File: src/rtl/ifft_twiddle_sequencer.sv
// Twiddle-ROM address sequencer for one radix-2 IFFT frame: issue stage -> ROM -> present stage.
// Optional stall counter output enabled by defining TW_SEQ_STALL_CNT_EN.
module ifft_twiddle_sequencer #(
  parameter int N_LOG2 = 5,
  parameter int ADDR_W = 5
) (
  input  logic                clk,
  input  logic                rst_n,
  input  logic                start,
  input  logic                abort,
  output logic                busy,
  output logic                done,
  output logic [ADDR_W-1:0]   rom_addr,
  output logic                tw_valid,
  input  logic                tw_ready,
  output logic [2:0]          tw_stage,
  output logic [N_LOG2-2:0]   tw_bf,
  output logic                tw_last
`ifdef TW_SEQ_STALL_CNT_EN
  ,
  output logic [15:0]         stall_cnt
`endif
);

  localparam int BF_W = N_LOG2 - 1;
  localparam int AW1  = ADDR_W + 1;

  typedef enum logic [1:0] {IDLE, RUN, DRAIN} state_t;

  state_t            state, state_next;
  logic              issue_v;
  logic [2:0]        issue_stage;
  logic [BF_W-1:0]   issue_bf;
  logic              adv;
  logic              issue_is_last;
  logic              start_ok;
  logic              accept_last;
  logic [2:0]        nxt_stage;
  logic [BF_W-1:0]   nxt_bf;

  // Stage s uses the 2^s twiddles stored from offset 2^s - 1.
  function automatic logic [ADDR_W-1:0] tw_addr(input logic [2:0] s, input logic [BF_W-1:0] j);
    logic [AW1-1:0] base;
    logic [AW1-1:0] k;
    base = (AW1'(1) << s) - AW1'(1);
    k    = AW1'(j) & base;
    return ADDR_W'(base + k);
  endfunction

  assign adv           = !tw_valid || tw_ready;
  assign issue_is_last = (issue_stage == 3'(N_LOG2 - 1)) && (issue_bf == '1);
  assign start_ok      = (state == IDLE) && start && !abort;
  assign accept_last   = tw_valid && tw_ready && tw_last;
  assign busy          = (state != IDLE);
  assign nxt_bf        = issue_bf + BF_W'(1);
  assign nxt_stage     = (issue_bf == '1) ? issue_stage + 3'd1 : issue_stage;

  always_ff @(posedge clk or negedge rst_n) begin
    if (!rst_n) state <= IDLE;
    else        state <= state_next;
  end

  always_comb begin
    state_next = state;
    if (abort) begin
      state_next = IDLE;
    end else begin
      case (state)
        IDLE:    if (start) state_next = RUN;
        RUN:     if (adv && issue_is_last) state_next = DRAIN;
        DRAIN:   if (accept_last) state_next = IDLE;
        default: state_next = IDLE;
      endcase
    end
  end

  always_ff @(posedge clk or negedge rst_n) begin
    if (!rst_n) begin
      issue_v     <= 1'b0;
      issue_stage <= '0;
      issue_bf    <= '0;
      rom_addr    <= '0;
      tw_valid    <= 1'b0;
      tw_stage    <= '0;
      tw_bf       <= '0;
      tw_last     <= 1'b0;
      done        <= 1'b0;
    end else if (abort) begin
      issue_v     <= 1'b0;
      issue_stage <= '0;
      issue_bf    <= '0;
      rom_addr    <= '0;
      tw_valid    <= 1'b0;
      tw_stage    <= '0;
      tw_bf       <= '0;
      tw_last     <= 1'b0;
      done        <= 1'b0;
    end else begin
      done <= (state == DRAIN) && accept_last;
      // Under stall everything holds, so the ROM keeps re-reading the same address.
      if (adv) begin
        tw_valid <= issue_v;
        tw_stage <= issue_stage;
        tw_bf    <= issue_bf;
        tw_last  <= issue_v && issue_is_last;
        if (state == RUN && !issue_is_last) begin
          issue_stage <= nxt_stage;
          issue_bf    <= nxt_bf;
          rom_addr    <= tw_addr(nxt_stage, nxt_bf);
        end else begin
          issue_v <= 1'b0;
        end
      end
      if (start_ok) begin
        issue_v     <= 1'b1;
        issue_stage <= '0;
        issue_bf    <= '0;
        rom_addr    <= tw_addr(3'd0, '0);
      end
    end
  end

`ifdef TW_SEQ_STALL_CNT_EN
  always_ff @(posedge clk or negedge rst_n) begin
    if (!rst_n)
      stall_cnt <= '0;
    else if (start_ok)
      stall_cnt <= '0;
    else if (tw_valid && !tw_ready && stall_cnt != 16'hFFFF)
      stall_cnt <= stall_cnt + 16'd1;
  end
`endif

endmodule
File: config.mk
export PLATFORM = sky130hd
export DESIGN_NAME = ifft_twiddle_sequencer
export DESIGN_NICKNAME = d
export VERILOG_FILES = /design/src/rtl/ifft_twiddle_sequencer.sv
export SDC_FILE = /design/constraint.sdc
export NUM_CORES = 1
export LEC_CHECK = 0
export CAP_MARGIN = 0
export CORE_UTILIZATION = 40
export DETAILED_ROUTE_END_ITERATION = 8
export HOLD_SLACK_MARGIN = 0.05
export PLACE_DENSITY = 0.69
export SLEW_MARGIN = 20
export SYNTH_ARGS = -nofsm -noshare
export SYNTH_HDL_FRONTEND = slang
export SYNTH_SLANG_ARGS = --single-unit
File: constraint.sdc
create_clock -name clk -period 4.7 [get_ports clk]
set_input_delay 0.94 -clock clk [delete_from_list [all_inputs] [get_ports clk]]
set_output_delay 0.94 -clock clk [all_outputs]
set_load 0.01 [all_outputs]
; After elaboration in Yosys (flattened, before gate mapping)
; Index checks and enable logic that the tools add are counted.
[op_classes]
n_bitwise = 1
div_mod_pow = 0
n_eq_ne = 8
n_addsub = 4
multipliers = 0
mux = 31
reduce_logical = 21
n_shift = 1
n_lt_le_gt_ge = 0
[op_table]
columns = op, count
row1 = $mux 4, 6
row2 = $mux 3, 7
row3 = $mux 5, 4
row4 = $ne 3x3->1 const B, 4
row5 = $logic_and 1x1->1, 9
row6 = $mux 1, 9
row7 = $mux 2, 4
row8 = $pmux 2 s3, 1
row9 = $reduce_bool 3->1, 2
row10 = $add 5x5->5, 1
row11 = $and 4x5->5, 1
row12 = $shl 1x3->5 const A, 1
row13 = $sub 5x2->5 const B, 1
row14 = $add 4x1->4 const B, 1
row15 = $eq 4x4->1 const B, 1
row16 = $reduce_and 2->1, 2
row17 = $reduce_bool 2->1, 2
row18 = $add 3x1->3 const B, 1
row19 = $eq 3x3->1 const B, 1
row20 = $logic_not 1->1, 3
row21 = $reduce_and 3->1, 1
row22 = $eq 2x1->1 const B, 1
row23 = $eq 2x2->1 const B, 1
row24 = $logic_not 2->1, 1
row25 = $logic_or 1x1->1, 1
[word_totals]
ramBits = 0
inputBits = 5
mem_count = 0
latch_bits = 0
romBits = 0
output_inout_bits = 16
regBits = 25

; Longest topological paths before layout
[depth]
ltp_word = 10
depth_mapped = 14
ltp_nobuf = 14

; Worst setup path before layout
; No wires, ideal clock.
[synth_path]
path_kind = register to register
from = reg issue_bf[0]
to = reg rom_addr[4]
n_path_buf = 0
arrival_ps = 2616
setup_ps = 133
setup_slack_ps = 1951
stages_incl_launch_ff = 13
required_time_ps = 4567
period_less_slack_ps = 2749
cell_sequence = dfrtp_1 -> ha_1 -> nand4_1 -> xor2_1 -> nand2_1 -> ha_1 -> nor2_1 -> ha_1 -> nor3_1 -> a21oi_1 -> o21a_1 -> a21oi_1 -> o31ai_1
[synth_via]
elab_chain_len = 10
[synth_lines]
columns = element, line_no
row1 = "start, declared", 33  ; logic [BF_W-1:0] issue_bf;
row2 = "start signal, assigned", 108  ; issue_bf <= nxt_bf;
row3 = $eq 4x4->1, "51, 56"
row4 = $mux 3, 56  ; assign nxt_stage = (issue_bf == '1) ? issue_stage + 3'd1 : issue_stage;
row5 = $shl 1x3->5, 45  ; base = (AW1'(1) << s) - AW1'(1);
row6 = $sub 5x2->5, 45
row7 = $and 4x5->5, 46  ; k = AW1'(j) & base;
row8 = $add 5x5->5, 47  ; return ADDR_W'(base + k);
row9 = $mux 5, 106  ; if (state == RUN && !issue_is_last) begin
row10 = $mux 5, 101  ; if (adv) begin
row11 = $mux 5, 114  ; if (start_ok) begin
row12 = $mux 5, 88  ; end else if (abort) begin
row13 = "end signal, assigned", 109  ; rom_addr <= tw_addr(nxt_stage, nxt_bf);
row14 = "end signal, assigned", 118  ; rom_addr <= tw_addr(3'd0, '0);
row15 = "end, declared", 13  ; output logic [ADDR_W-1:0] rom_addr,
; Parallel ways exist; a longest one is shown, timed or not. The select of a mux whose other input is x is not followed.
; A chain may end at the register's enable or synchronous reset.

; Worst setup path in the final report
; Same ends and word-level chain as after synthesis.

==> reports/qor.json <==
{
  "tightest_slew": {"value": 930.2, "unit": "ps"},
  "end_kind": {"value": "register"},
  "cp-start-kind": {"value": "register"},
  "max_freq": {"value": 310.3, "unit": "MHz"},
  "rr_endpoint": {"value": "rom_addr[4]"},
  "cts_hold_buffers": {"value": 0},
  "fin_setup_tns": {"value": 0, "unit": "ps"},
  "route.final.wire_length": {"value": 2865, "unit": "um"},
  "clock_input_transition_at_the_sequential_cells_of_the_worst_setup_and_hold_paths": {"value": 140, "unit": "ps"},
  "ys_async_sr_fraction": {"value": 100.0, "unit": "%"},
  "clock_tree_buffer_depth": {"value": 2},
  "cp_max_fo": {"value": 8},
  "clock_insertion_delay_worst_skew": {"value": 330, "unit": "ps"},
  "grt_start_max_net_pins": {"value": 26},
  "path_delay_family": {"value": "adder cells"},
  "delay_of_the_slowest_critical_path_stage": {"value": 490, "unit": "ps"},
  "drive_gt1_share": {"value": 7.186, "unit": "%"},
  "most_common_cell_type_on_the_critical_path": {"value": "sky130_fd_sc_hd__ha_1"},
  "antenna_found_initial": {"value": 0},
  "drcViolationCount": {"value": 0},
  "final_core_util": {"value": 51.63, "unit": "%"},
  "area_delta_synth_final": {"value": 19.03, "unit": "%"},
  "floorplan.initialDensity": {"value": 43.37, "unit": "%"},
  "required": {"value": 4900, "unit": "ps"},
  "global_route.usage.total": {"value": 18.14, "unit": "%"},
  "routedWlPerCell": {"value": 13.58, "unit": "um"},
  "setup.worst_path.start": {"value": "issue_bf[0]"},
  "port_buffers": {"value": 20},
  "synth.yosys.seq_area_share": {"value": 45.75, "unit": "%"},
  "syn_area": {"value": 1368, "unit": "um^2"},
  "cts_post_setup_buffers_inserted": {"value": 0},
  "run_status": {"value": "finished clean"},
  "timing.hold.worst.start": {"value": "rom_addr[3]"},
  "dieHeight": {"value": 60.47, "unit": "um"},
  "dr_total_vias": {"value": 1152},
  "count_of_antenna_violating_nets_left_after_detailed_routing": {"value": 0},
  "synthCells": {"value": 149},
  "hold_viol": {"value": 0},
  "rrSetupSlack": {"value": 1480, "unit": "ps"},
  "yosys_warnings": {"value": 0},
  "dp_hpwl": {"value": 2069, "unit": "um"},
  "insertedDiodeCount": {"value": 0},
  "timing_max_transition_violations_final": {"value": 0},
  "worstPathBufferInverterCount": {"value": 0},
  "crit_path_cell_trace": {"value": "ha_1 -> nand4_1 -> xor2_1 -> nand2_1 -> ha_1 -> nor2_1 -> ha_1 -> nor3_1 -> a21oi_1 -> o21a_1 -> a21oi_1 -> o31ai_1"},
  "num_rows": {"value": 20},
  "timing.slew.headroom": {"value": 37.98, "unit": "%"},
  "reg2regPathDepth": {"value": 12},
  "cellPowerDensity": {"value": 218.1, "unit": "nW/um^2"},
  "ioPinCount": {"value": 21},
  "worst-setup-path-type": {"value": "reg -> reg"},
  "h-tree-depth": {"value": 1},
  "synth_area_per_cell": {"value": 9.178, "unit": "um^2"},
  "timing.critical_path.depth": {"value": 12},
  "r2r-start": {"value": "issue_bf[0]"},
  "report.final.setup_viol": {"value": 0},
  "power.static_leakage": {"value": 0.6553, "unit": "nW"},
  "first_pass_iters": {"value": 4},
  "dieArea": {"value": 3657, "unit": "um^2"},
  "synthDistinctLibCells": {"value": 39},
  "finalWorstPathRequiredPeriod": {"value": 3222, "unit": "ps"},
  "die_x": {"value": 60.47, "unit": "um"},
  "dp.cells": {"value": 207},
  "first_iter_violations": {"value": 59},
  "grt_first_pass_wirelength": {"value": 4947, "unit": "um"},
  "worst_setup_path_end": {"value": "rom_addr[4]"},
  "rsz_0062_raised_after_global_routing": {"value": "false"},
  "vdd_drop_max": {"value": 0.1259, "unit": "mV"},
  "gp_congestion": {"value": 0.8467},
  "worst_path_max_delay_cell": {"value": "sky130_fd_sc_hd__dfrtp_1"},
  "first_global_vias": {"value": 1122},
  "post_synthesis_sequential_element_count": {"value": 25},
  "syn_nets": {"value": 159},
  "timing.max_cap.violations": {"value": 0},
  "fin_cells": {"value": 211},
  "synth-edff-count": {"value": 0},
  "cts_made_buffers": {"value": 3},
  "power.total": {"value": 0.0003551, "unit": "W"},
  "timing.critical_path.arrival": {"value": 3430, "unit": "ps"},
  "final_net_count": {"value": 178},
  "core": {"value": 3153, "unit": "um^2"},
  "grt_overflow_total": {"value": 0},
  "finalClockSkew": {"value": 10.37, "unit": "ps"},
  "synthFlopType": {"value": "sky130_fd_sc_hd__dfrtp_1"},
  "root_buffer": {"value": "sky130_fd_sc_hd__clkbuf_4"},
  "period_share": {"value": 68.56, "unit": "%"},
  "final_layout_fill_cell_count": {"value": 319},
  "hold_path.class": {"value": "reg -> reg"},
  "postCtsResizedCells": {"value": 0},
  "tritoncts": {"value": "done"},
  "detail_route.vias_per_cell": {"value": 5.460},
  "cts_sinks": {"value": 25}
}
==> routing by layer <==
| metal | global-route usage, % | share of wire [%] |
|---|---|---|
| met1 | 23.61 | 47 |
| met2 | 29.98 | 47 |
| met3 | 2.132 | 3.5 |
| met4 | 9.091 | 1.8 |
| met5 | 0 | 0 |
==> area by class of cell <==
type / instances / area [um^2] / area share (%)
multi-input combinational: 113 / 703.2 / 43.20
clock buffer: 3 / 22.52 / 1.384
clock inverter: 1 / 7.507 / 0.4612
inverter: 5 / 18.77 / 1.153
tap: 44 / 55.05 / 3.382
sequential: 25 / 625.6 / 38.43
timing repair buffer: 20 / 195.2 / 11.99
==> Yosys cell counts, types with 3 or more instances <==
library cell               count  area share (%)
sky130_fd_sc_hd__a21oi_1      14             5.1
sky130_fd_sc_hd__a22o_1        3             1.9
sky130_fd_sc_hd__clkbuf_1      3            0.82
sky130_fd_sc_hd__dfrtp_1      25              46
sky130_fd_sc_hd__ha_1          5             4.6
sky130_fd_sc_hd__inv_1         5             1.4
sky130_fd_sc_hd__nand2_1      26             7.1
sky130_fd_sc_hd__nand2b_1      4             1.8
sky130_fd_sc_hd__nand3_1       4             1.5
sky130_fd_sc_hd__nor2_1        9             2.5
sky130_fd_sc_hd__o21ai_0       8             2.9
sky130_fd_sc_hd__o21ai_1       3             1.1
sky130_fd_sc_hd__o31ai_1       3             1.6
sky130_fd_sc_hd__xor2_1        5             3.2
==> worst min-delay path by stage <==
| stage | end | slack (ps) | depth (start not counted) |
|---|---|---|---|
| after floorplan | state[0] | 470 | 1 |
| after global placement | rom_addr[2] | 470 | 2 |
| after detailed placement | rom_addr[3] | 480 | 2 |
| after CTS | rom_addr[3] | 510 | 2 |
| after global routing | rom_addr[2] | 530 | 2 |
| final | rom_addr[3] | 500 | 2 |
==> state kept, by name, summed over array words and instances (netlist names) <==
name and cells:
tw_bf 4, done 1, tw_stage 3, tw_last 1, issue_bf 4, tw_valid 1, issue_stage 3, issue_v 1
state 2, rom_addr 5
==> cells in the final DEF (no fill, tap or decap), types with 2 or more instances in the layout <==
cell type / count
sky130_fd_sc_hd__ha_1: 5
sky130_fd_sc_hd__inv_1: 5
sky130_fd_sc_hd__xor2_1: 5
sky130_fd_sc_hd__a21oi_1: 14
sky130_fd_sc_hd__nand3_1: 4
sky130_fd_sc_hd__a22o_1: 3
sky130_fd_sc_hd__nor3_1: 2
sky130_fd_sc_hd__nor2_1: 9
sky130_fd_sc_hd__xnor2_1: 2
sky130_fd_sc_hd__clkdlybuf4s50_1: 19
sky130_fd_sc_hd__clkbuf_4: 3
sky130_fd_sc_hd__o21ai_0: 8
sky130_fd_sc_hd__dfrtp_1: 25
sky130_fd_sc_hd__a22oi_1: 2
sky130_fd_sc_hd__nor2b_1: 2
sky130_fd_sc_hd__o31ai_1: 3
sky130_fd_sc_hd__nand2b_1: 4
sky130_fd_sc_hd__nand2_1: 26
sky130_fd_sc_hd__nand4_1: 2
sky130_fd_sc_hd__o21ai_1: 3
==> report_power, final <==
group	internal (W)	leakage (nW)	switching (W)
logic	0.0000117	0.295	0.0000200
registers	0.000219	0.346	0.00000436
clock network	0.0000325	0.0139	0.0000679
total	0.000263	0.655	0.0000923
==> kinds of logic after synthesis <==
group	Yosys count	synth area share (%)
buffers and inverters	11	3.293
AOI/OAI and AO/OA	42	19.58
muxes	2	1.830
adders and majority gates	5	4.575
DFF	25	45.75
xor gates and xnor gates	7	4.483
and+or+nand+nor	57	20.49
==> worst register-to-register path, cell delays in order (launching register included) <==
cell and delay [ps]:
sky130_fd_sc_hd__dfrtp_1 490, sky130_fd_sc_hd__ha_1 370, sky130_fd_sc_hd__nand4_1 210, sky130_fd_sc_hd__xor2_1 430, sky130_fd_sc_hd__nand2_1 140, sky130_fd_sc_hd__ha_1 340
sky130_fd_sc_hd__nor2_1 50, sky130_fd_sc_hd__ha_1 210, sky130_fd_sc_hd__nor3_1 340, sky130_fd_sc_hd__a21oi_1 130, sky130_fd_sc_hd__o21a_1 190, sky130_fd_sc_hd__a21oi_1 120
sky130_fd_sc_hd__o31ai_1 80
==> through the flow <==
step,cell area [um^2],setup slack (ps),hold WS (ps)
2_1_floorplan,1368,1951,470.3
3_3_place_gp,1597,1423,473.4
3_5_place_dp,1597,1349,481.9
4_1_cts,1627,1516,513.3
5_1_grt,1628,1199,533.2
6_report,1628,1478,503.7
(Power assumes the default switching activity.)
